## config.mk

```make
export PLATFORM = sky130hd
export DESIGN_NAME = bcd_to_bin_seq_flat
export DESIGN_NICKNAME = d
export VERILOG_FILES = /design/src/rtl/bcd_to_bin_seq_pkg.sv /design/src/rtl/bcd_to_bin_seq_if.sv /design/src/rtl/bcd_to_bin_seq_digit_adjust.sv /design/src/rtl/bcd_to_bin_seq.sv /design/src/flat_wrapper.sv
export SDC_FILE = /design/constraint.sdc
export NUM_CORES = 1
export LEC_CHECK = 0
export BUFFER_PORTS_ARGS = -buffer_cell sky130_fd_sc_hd__clkbuf_2
export CAP_MARGIN = 25
export CORE_MARGIN = 2
export CORE_UTILIZATION = 45
export CTS_CLUSTER_DIAMETER = 80
export DETAILED_ROUTE_END_ITERATION = 8
export PLACE_DENSITY_LB_ADDON = 0.05
export SKIP_CTS_REPAIR_TIMING = 1
export SYNTH_ARGS = -nofsm -noshare
export SYNTH_HDL_FRONTEND = slang
export SYNTH_SLANG_ARGS = --single-unit
```

## constraint.sdc

```tcl
create_clock -name clk -period 3.7 [get_ports clk]
set_clock_uncertainty 0.15 [all_clocks]
set_input_delay 0.37 -clock clk [delete_from_list [all_inputs] [get_ports clk]]
set_output_delay 0.37 -clock clk [all_outputs]
set_load 0.05 [all_outputs]
```

## src/rtl/bcd_to_bin_seq_pkg.sv

```systemverilog
// bcd_pkg: shared definitions for the sequential BCD-to-binary converter.
//   DEFAULT_DIGITS   default number of BCD digits
//   state_t          converter FSM states (IDLE, CONV, DONE)
//   ADJ_THRESH/SUB   reverse double dabble correction: nibble >= 8 -> minus 3
//   nibble_invalid   1 when a 4-bit nibble is not a decimal digit (> 9)
package bcd_pkg;

    localparam int DEFAULT_DIGITS = 6;

    typedef enum logic [1:0] {
        IDLE = 2'd0,
        CONV = 2'd1,
        DONE = 2'd2
    } state_t;

    localparam logic [3:0] ADJ_THRESH = 4'd8;
    localparam logic [3:0] ADJ_SUB    = 4'd3;

    function automatic logic nibble_invalid(input logic [3:0] nib);
        return (nib > 4'd9);
    endfunction

endpackage

```

## src/rtl/bcd_to_bin_seq_if.sv

```systemverilog
// bcd_to_bin_seq_if: handshake bundle for the BCD-to-binary converter.
//   in_valid/in_ready/bcd_in      source side (BCD word in)
//   out_valid/out_ready/bin_out   sink side (binary result out)
//   err                           result came from a word with a nibble > 9
//   dbg_state                     converter FSM state, for observation only
// Handshake: a transfer happens on a rising clk edge where valid and ready
// are both 1. valid, once raised by the converter, stays up with its data
// stable until that edge; ready may change freely.
// master = side driving the converter (source + sink), slave = converter.
interface bcd_to_bin_seq_if
    import bcd_pkg::*;
#(
    parameter int DIGITS = DEFAULT_DIGITS
);
    localparam int N = 4 * DIGITS;

    logic         in_valid;
    logic         in_ready;
    logic [N-1:0] bcd_in;
    logic         out_valid;
    logic         out_ready;
    logic [N-1:0] bin_out;
    logic         err;
    state_t       dbg_state;

    modport master (
        output in_valid, bcd_in, out_ready,
        input  in_ready, out_valid, bin_out, err, dbg_state
    );

    modport slave (
        input  in_valid, bcd_in, out_ready,
        output in_ready, out_valid, bin_out, err, dbg_state
    );

endinterface

```

## src/rtl/bcd_to_bin_seq_digit_adjust.sv

```systemverilog
// bcd_digit_adjust: one reverse-double-dabble correction cell.
//   nib_i  4-bit nibble after the right shift
//   nib_o  nib_i - 3 when nib_i >= 8, else nib_i (4-bit, no borrow out)
module bcd_digit_adjust
    import bcd_pkg::*;
(
    input  logic [3:0] nib_i,
    output logic [3:0] nib_o
);

    assign nib_o = (nib_i >= ADJ_THRESH) ? (nib_i - ADJ_SUB) : nib_i;

endmodule

```

## src/rtl/bcd_to_bin_seq.sv

```systemverilog
// bcd_to_bin_seq: sequential packed-BCD to unsigned binary converter using
// reverse double dabble, one shift-and-correct step per clock.
//   clk    rising-edge clock
//   reset  asynchronous active-high reset
//   bus    slave side of bcd_to_bin_seq_if (BCD in, binary/err out, state)
// A valid word takes N = 4*DIGITS steps; a word with any nibble > 9 goes
// straight to DONE with err=1 and bin_out=0. One conversion in flight.
module bcd_to_bin_seq
    import bcd_pkg::*;
#(
    parameter int DIGITS = DEFAULT_DIGITS
)(
    input  logic                  clk,
    input  logic                  reset,
    bcd_to_bin_seq_if.slave       bus
);

    localparam int N  = 4 * DIGITS;
    localparam int CW = $clog2(N + 1);
    localparam logic [CW-1:0] CNT_LAST = CW'(N - 1);

    state_t          state_q, state_d;
    logic [2*N-1:0]  sr_q, sr_d;
    logic [CW-1:0]   cnt_q, cnt_d;
    logic [N-1:0]    bin_q, bin_d;
    logic            err_q, err_d;
    logic            out_valid_q, out_valid_d;

    logic [2*N-1:0]  sr_shift;
    logic [N-1:0]    sr_hi_adj;
    logic [2*N-1:0]  sr_step;
    logic            in_bad;

    // BCD digits live in the upper half; binary bits collect in the lower
    // half as they shift out of the BCD field.
    assign sr_shift = sr_q >> 1;

    for (genvar g = 0; g < DIGITS; g++) begin : g_adj
        bcd_digit_adjust u_adj (
            .nib_i (sr_shift[N + 4*g +: 4]),
            .nib_o (sr_hi_adj[4*g +: 4])
        );
    end

    assign sr_step = {sr_hi_adj, sr_shift[N-1:0]};

    always_comb begin
        in_bad = 1'b0;
        for (int i = 0; i < DIGITS; i++) begin
            if (nibble_invalid(bus.bcd_in[4*i +: 4])) begin
                in_bad = 1'b1;
            end
        end
    end

    always_comb begin
        state_d     = state_q;
        sr_d        = sr_q;
        cnt_d       = cnt_q;
        bin_d       = bin_q;
        err_d       = err_q;
        out_valid_d = out_valid_q;
        case (state_q)
            IDLE: begin
                if (bus.in_valid) begin
                    if (in_bad) begin
                        bin_d       = '0;
                        err_d       = 1'b1;
                        out_valid_d = 1'b1;
                        state_d     = DONE;
                    end else begin
                        sr_d    = {bus.bcd_in, {N{1'b0}}};
                        cnt_d   = '0;
                        err_d   = 1'b0;
                        state_d = CONV;
                    end
                end
            end
            CONV: begin
                sr_d  = sr_step;
                cnt_d = cnt_q + CW'(1);
                // Final step: result is taken from this step's value directly.
                if (cnt_q == CNT_LAST) begin
                    bin_d       = sr_step[N-1:0];
                    out_valid_d = 1'b1;
                    state_d     = DONE;
                end
            end
            DONE: begin
                // bin_out/err are kept after the handoff; only valid drops.
                if (bus.out_ready) begin
                    out_valid_d = 1'b0;
                    state_d     = IDLE;
                end
            end
            default: state_d = IDLE;
        endcase
    end

    always_ff @(posedge clk or posedge reset) begin
        if (reset) begin
            state_q     <= IDLE;
            sr_q        <= '0;
            cnt_q       <= '0;
            bin_q       <= '0;
            err_q       <= 1'b0;
            out_valid_q <= 1'b0;
        end else begin
            state_q     <= state_d;
            sr_q        <= sr_d;
            cnt_q       <= cnt_d;
            bin_q       <= bin_d;
            err_q       <= err_d;
            out_valid_q <= out_valid_d;
        end
    end

    assign bus.in_ready  = (state_q == IDLE);
    assign bus.out_valid = out_valid_q;
    assign bus.bin_out   = bin_q;
    assign bus.err       = err_q;
    assign bus.dbg_state = state_q;

endmodule

```

## src/flat_wrapper.sv

```systemverilog
// flat-port wrapper written by rule: the top's interface ports become plain ports
module bcd_to_bin_seq_flat import bcd_pkg::*;
#(
    parameter int DIGITS = DEFAULT_DIGITS
)
  (clk, reset, bus_in_valid, bus_bcd_in, bus_out_ready, bus_in_ready, bus_out_valid, bus_bin_out, bus_err, bus_dbg_state);
  bcd_to_bin_seq_if #(.DIGITS(DIGITS)) bus_i ();
  input  logic clk;
  input  logic reset;
  input wire logic [$bits(bus_i.in_valid)-1:0] bus_in_valid;
  input wire logic [$bits(bus_i.bcd_in)-1:0] bus_bcd_in;
  input wire logic [$bits(bus_i.out_ready)-1:0] bus_out_ready;
  output wire logic [$bits(bus_i.in_ready)-1:0] bus_in_ready;
  output wire logic [$bits(bus_i.out_valid)-1:0] bus_out_valid;
  output wire logic [$bits(bus_i.bin_out)-1:0] bus_bin_out;
  output wire logic [$bits(bus_i.err)-1:0] bus_err;
  output wire logic [$bits(bus_i.dbg_state)-1:0] bus_dbg_state;
  assign bus_i.in_valid = bus_in_valid;
  assign bus_i.bcd_in = bus_bcd_in;
  assign bus_i.out_ready = bus_out_ready;
  assign bus_in_ready = bus_i.in_ready;
  assign bus_out_valid = bus_i.out_valid;
  assign bus_bin_out = bus_i.bin_out;
  assign bus_err = bus_i.err;
  assign bus_dbg_state = bus_i.dbg_state;
  bcd_to_bin_seq #(.DIGITS(DIGITS)) u_core (.clk(clk), .reset(reset), .bus(bus_i));
endmodule
```

After elaboration in Yosys (flattened, before gate mapping):

Cells that the tools add are included.

* register bits: 81
* input port bits: 28
* logic and storage cells: 74

* add/subtract/negate cells: 7
* $lt $le $gt $ge: 12
* eq/ne operators: 8
* mux-type cells: 33
* reduce and logical (&&, ||, !) cells: 8

Operators with widths (count)
* two-way mux 48 bit: 2
* case mux 48 bit (2 select lines): 1
* two-way mux 24 bit: 3
* case mux 24 bit (2 select lines): 1
* greater-than comparator 4 bit, second input constant: 6
* two-way mux 4 bit: 6
* >= comparator 4 bit, second input constant: 5
* subtractor 4 x 2 -> 4 bit, second input constant: 5
* two-way mux 1 bit: 11
* two-way mux 5 bit: 2
* case mux 5 bit (2 select lines): 1
* two-way mux 2 bit: 4
* inequality test 2 bit, second input constant: 3
* case mux 2 bit (3 select lines): 1
* AND reduction 3 bit: 2
* adder 5 x 1 -> 5 bit, second input constant: 1
* equality test 5 bit, second input constant: 1
* AND reduction 5 bit: 1
* >= comparator 3 x 4 -> 1 bit, second input constant: 1
* inequality test 2 x 1 -> 1 bit, second input constant: 2
* AND reduction 4 bit: 1
* subtractor 3 x 2 -> 4 bit, second input constant: 1
* case mux 1 bit (3 select lines): 1
* nonzero test 3 bit: 1
* other kinds (5): 5

Depth between registers and ports, before layout:

* depth in word-level cells: 10
* gate-level depth with buffers: 7

Modules after synthesis:

Synthesis repeated with hierarchy kept, for this count alone.

* cell total of the unflattened synthesis: 438
* area, all modules: 4349.2 um2

Modules (own cells, without submodules)
* bcd_to_bin_seq: instances 1, cells each 372, area an instance 3891.2 um2, sequential area each 2001.9 um2
* bcd_digit_adjust: instances 6, cells each 11, area an instance 76.3 um2, sequential area each 0.0 um2

Least setup slack after synthesis:

Ideal clock, no wire load.

* path kind: reg2reg
* start point: register u_core.state_q[0] (netlist: u_core.bus.dbg_state[0])
* end point: register u_core.sr_q[26]
* setup time: 0.125 ns
* data arrival time: 1.846 ns
* data required time: 3.425 ns
* setup slack: 1.579 ns
* stages on the path, launching flop included: 7
* buffers on the path: 2
* path through: dfrtp_1 -> nor3b_4 -> nand3_2 -> or2_1 -> buf_6 -> buf_6 -> mux2_4

* word-level cells in the longest chain between the ends: 3
* elaborated cells between the ends (all ways): 7
* classes of those cells: eq/ne: 3; mux: 1; reduce/logical: 3

RTL lines
* from (decl): line bcd_to_bin_seq.sv:22 `state_t state_q, state_d;`
* from (signal assigned): line bcd_to_bin_seq.sv:109 `state_q <= state_d;`
* logical NOT 2 bit / equality test 2 x 1 -> 1 bit (equally long branches): line bcd_to_bin_seq.sv:63 `case (state_q)`
* inequality test 2 bit (no source line) / nonzero test 2 bit (equally long branches)
* AND reduction 3 bit (no source line)
* to (signal assigned): line bcd_to_bin_seq.sv:110 `sr_q <= sr_d;`
* to (decl): line bcd_to_bin_seq.sv:23 `logic [2*N-1:0] sr_q, sr_d;`

Parallel ways exist; a longest one is shown, timed or not.
A chain may end at the register's enable or synchronous reset.

Worst setup path in the final report:

* start point: input bus_bcd_in[14]
* end point: register u_core.state_q[1] (netlist: u_core.bus.dbg_state[1])

* word-level cells in the longest chain between the ends: 7

RTL lines
* from (decl): line flat_wrapper.sv:11 `input wire logic [$bits(bus_i.bcd_in)-1:0] bus_bcd_in;`
* greater-than comparator 4 bit: line bcd_to_bin_seq_pkg.sv:20 `return (nib > 4'd9);`
* two-way mux 1 bit (3 in series): line bcd_to_bin_seq.sv:50 `if (nibble_invalid(bus.bcd_in[4*i +: 4])) begin`
* two-way mux 2 bit: line bcd_to_bin_seq.sv:66 `if (in_bad) begin`
* two-way mux 2 bit: line bcd_to_bin_seq.sv:65 `if (bus.in_valid) begin`
* case mux 2 bit (3 select lines): line bcd_to_bin_seq.sv:63

Every way passes these cells. The select of a mux whose other input is x is not followed.

==> results by group <==
Setup path
  • CP top delay family: simple AND/OR/NAND/NOR gates
  • Crit path launch: bus_bcd_in[14]
  • R2r worst-path depth: 4
  • Crit path buf inv count: 1
  • Critical R2R Launch: u_core.bus.dbg_state[1]
  • CP Depth: 5
  • CP Capture Type: flop
  • Critical Path Start Type: input port
  • WP data arrival: 2.46 ns
  • Critical path cell sequence: clkbuf_2 > o21ai_0 > nand4_1 > o21a_1 > or3_1
  • Crit Reg-Reg Endpoint: u_core.sr_q[30]
  • Critical Path RT: 3.78 ns
  • CP Class: in -> reg
  • Worst R2R Setup Slack: 1.54 ns
  • Worst stage delay on the critical path: 0.65 ns
  • Crit-path max FO: 26
  • Setup crit end: u_core.bus.dbg_state[1]
  • Slowest cell on the critical path: o21a_1

Yosys
  • Syn. warnings: 0
  • Mapped Cells: 441
  • Register area share after synthesis: 50.4%
  • Mapped Area: 3970 µm²
  • Yosys cell types: 43
  • Syn Area/Cell: 9.01 µm²
  • Mapped Nets: 480
  • Yosys reg bits: 80

Power and ir drop
  • PD cells: 633 nW/µm²
  • IR drop worst, VDD: 0.236 mV
  • Total Power: 2.88 mW
  • Lkg Pwr: 2.06 nW

Routing
  • Post-route ant nets: 0
  • Wire per inst: 15.0 µm
  • Max Used Layer: met4
  • Met3 Wirelength: 392 µm
  • WL met2: 4.01 mm
  • First-pass DRT Iterations: 4
  • Drc violations: 0
  • Initial drt markers: 158
  • M1 WL: 4.50 mm
  • Vias per inst: 5.43
  • Routed vias: 3252
  • Routed WL: 8.99 mm

Global route
  • All-layer global routing usage: 19.8%
  • Total gr overflow: 0
  • Vias in the first global route: 3200
  • Global-route wire length before repair: 15.7 mm
  • Largest net degree at the start of global routing: 46
  • Initial antenna violation count: 0

Placed design
  • RePlAce Congestion: 0.771
  • Port buffer count: 56
  • Place WS: 0.973 ns
  • Placed cell count: 583
  • Hpwl dp: 5.84 mm
  • Dpl cell area: 4320 µm²

Cells and area
  • Final Util: 52.6%
  • Non-Filler Instances: 599
  • Layout filler cell count: 847
  • Nets: 526
  • Share of cells above drive strength 1: 18.7%
  • Register area: 2000 µm²
  • Final instance area: 4540 µm²
  • Multi-input logic area: 1800 µm²
  • Layout area overhead: 14.4%
  • Final antenna diode count: 0

Clock network
  • Clock sink total: 80
  • Root buffer cell: clkbuf_8
  • TritonCTS clock tree: built
  • Clk slew on worst S/H paths: 0.08 ns
  • Max Buffers Root-to-Sink: 2
  • CTS buffer count: 9
  • Skew-Pair Late Insertion Delay: 0.35 ns
  • # H-tree levels: 3

STA
  • Worst hold margin: 0.116 ns
  • FMAX: 420 MHz
  • Setup TNS: 0 ns
  • Fin. Hold Viols: 0
  • Worst setup margin: 1.32 ns
  • Unrepaired setup endpoints after global routing: false
  • Setup violators final: 0
  • Tcrit/Tclk final: 64.4%
  • Worst slew pin tran: 0.804 ns
  • Max-Slew Margin vs Limit: 46.4%
  • Final Max Slew Viols: 0
  • Minimum clock period: 2.38 ns

Floorplanning
  • Die ar.: 9590 µm²
  • Row Count: 34
  • Die X: 97.9 µm
  • Die Ht: 97.9 µm
  • Number of I/O pins: 57
  • Core Area: 8640 µm²
  • Starting Density: 46.0%

Status
  • Status: finished clean

Flow run
  • Max Cap Viol: 0

Worst hold path
  • Worst hold stages: 2
  • Worst min path class: in -> reg
-- cell usage after synthesis (all sizes together) --
master / count / area, µm²
nand2: 113 / 424
dfrtp: 80 / 2000
o21ai: 79 / 410
clkbuf: 22 / 82.6
a31oi: 19 / 119
nand3: 15 / 85.1
nor2: 15 / 56.3
ha: 11 / 138
inv: 11 / 41.3
buf: 8 / 52.6
nor2b: 7 / 43.8
a211oi: 5 / 37.5
mux2: 5 / 63.8
nand4: 5 / 31.3
nor4: 5 / 31.3
o211a: 5 / 50.1
xnor2: 5 / 43.8
xor2: 5 / 43.8
mux2i: 4 / 40.0
o21bai: 3 / 22.5
and3: 2 / 12.5
nor3b: 2 / 26.3
o21a: 2 / 15.0
a211o: 1 / 8.76
a311o: 1 / 10.0
and2: 1 / 6.26
and4: 1 / 8.76
and4b: 1 / 10.0
nand2b: 1 / 6.26
nand3b: 1 / 7.51
nor3: 1 / 5.00
o211ai: 1 / 7.51
o32ai: 1 / 8.76
or2: 1 / 6.26
or2b: 1 / 7.51
or3: 1 / 6.26
-- report_power, final --
part | switching [mW] | leakage, nW | total, mW | internal (mW)
registers | 0.281 | 1.03 | 1.43 | 1.15
logic | 0.390 | 0.930 | 0.729 | 0.339
clock network | 0.335 | 0.106 | 0.717 | 0.381
-- layer usage --
layer,GRT usage (%),up-vias
li1,-,1600
met1,28.4,1579
met2,30.8,66
met3,4.01,7
met4,5.34,0
met5,0,-
-- cell families after synthesis --
group / synth area share [%]
buffers and inverters: 4.44
multiplexers: 2.62
adder cells (fa/ha/maj): 3.47
AO/OA/AOI/OAI: 17.4
XOR/XNOR: 2.21
AND/OR/NAND/NOR: 19.5
flip-flops: 50.4
-- sequential cells by signal, indices dropped and copies added, names as in the netlist --
signal	count
u_core.bus.out_valid	1
u_core.bus.err	1
u_core.sr_q	47
u_core.cnt_q	5
u_core.bus.bin_out	24
u_core.bus.dbg_state	2
-- cells in the final DEF, fill, tap and decap left out, types with 4 or more instances in the layout --
cell      instances
o21ai_0          75
buf_4             8
nor2b_1           6
nor4_1            5
nand4_1           5
o211a_1           5
inv_1            10
nand2_1         113
ha_1             11
nor2_1           15
clkbuf_2         56
a31oi_1          19
xnor2_1           5
a211oi_1          5
dfrtp_1          80
mux2i_1           4
clkbuf_8          9
nand3_1          13
xor2_1            5
-- worst register-to-register path: stages, from the launching register on --
cell     delay, ns
dfrtp_1       0.50
nor3b_4       0.32
nand3_2       0.20
or2_1         0.50
mux2_4        0.39
-- cell type report --
class	count	area share, %
Sequential cell	80	44.1
Multi-Input combinational cell	320	39.5
Timing Repair Buffer	65	7.71
Tap cell	108	2.97
Clock buffer	9	2.73
Clock inverter	6	2.06
Inverter	11	0.936
-- how the worst min path moves through the flow --
stage	from	to
floorplan	u_core.sr_q[1]	u_core.bus.bin_out[0]
global placement	reset	u_core.sr_q[3]
detailed placement	reset	u_core.sr_q[2]
CTS	reset	u_core.sr_q[2]
global route	bus_bcd_in[12]	u_core.sr_q[36]
finish	bus_bcd_in[2]	u_core.sr_q[26]
(Power assumes the default switching activity.)
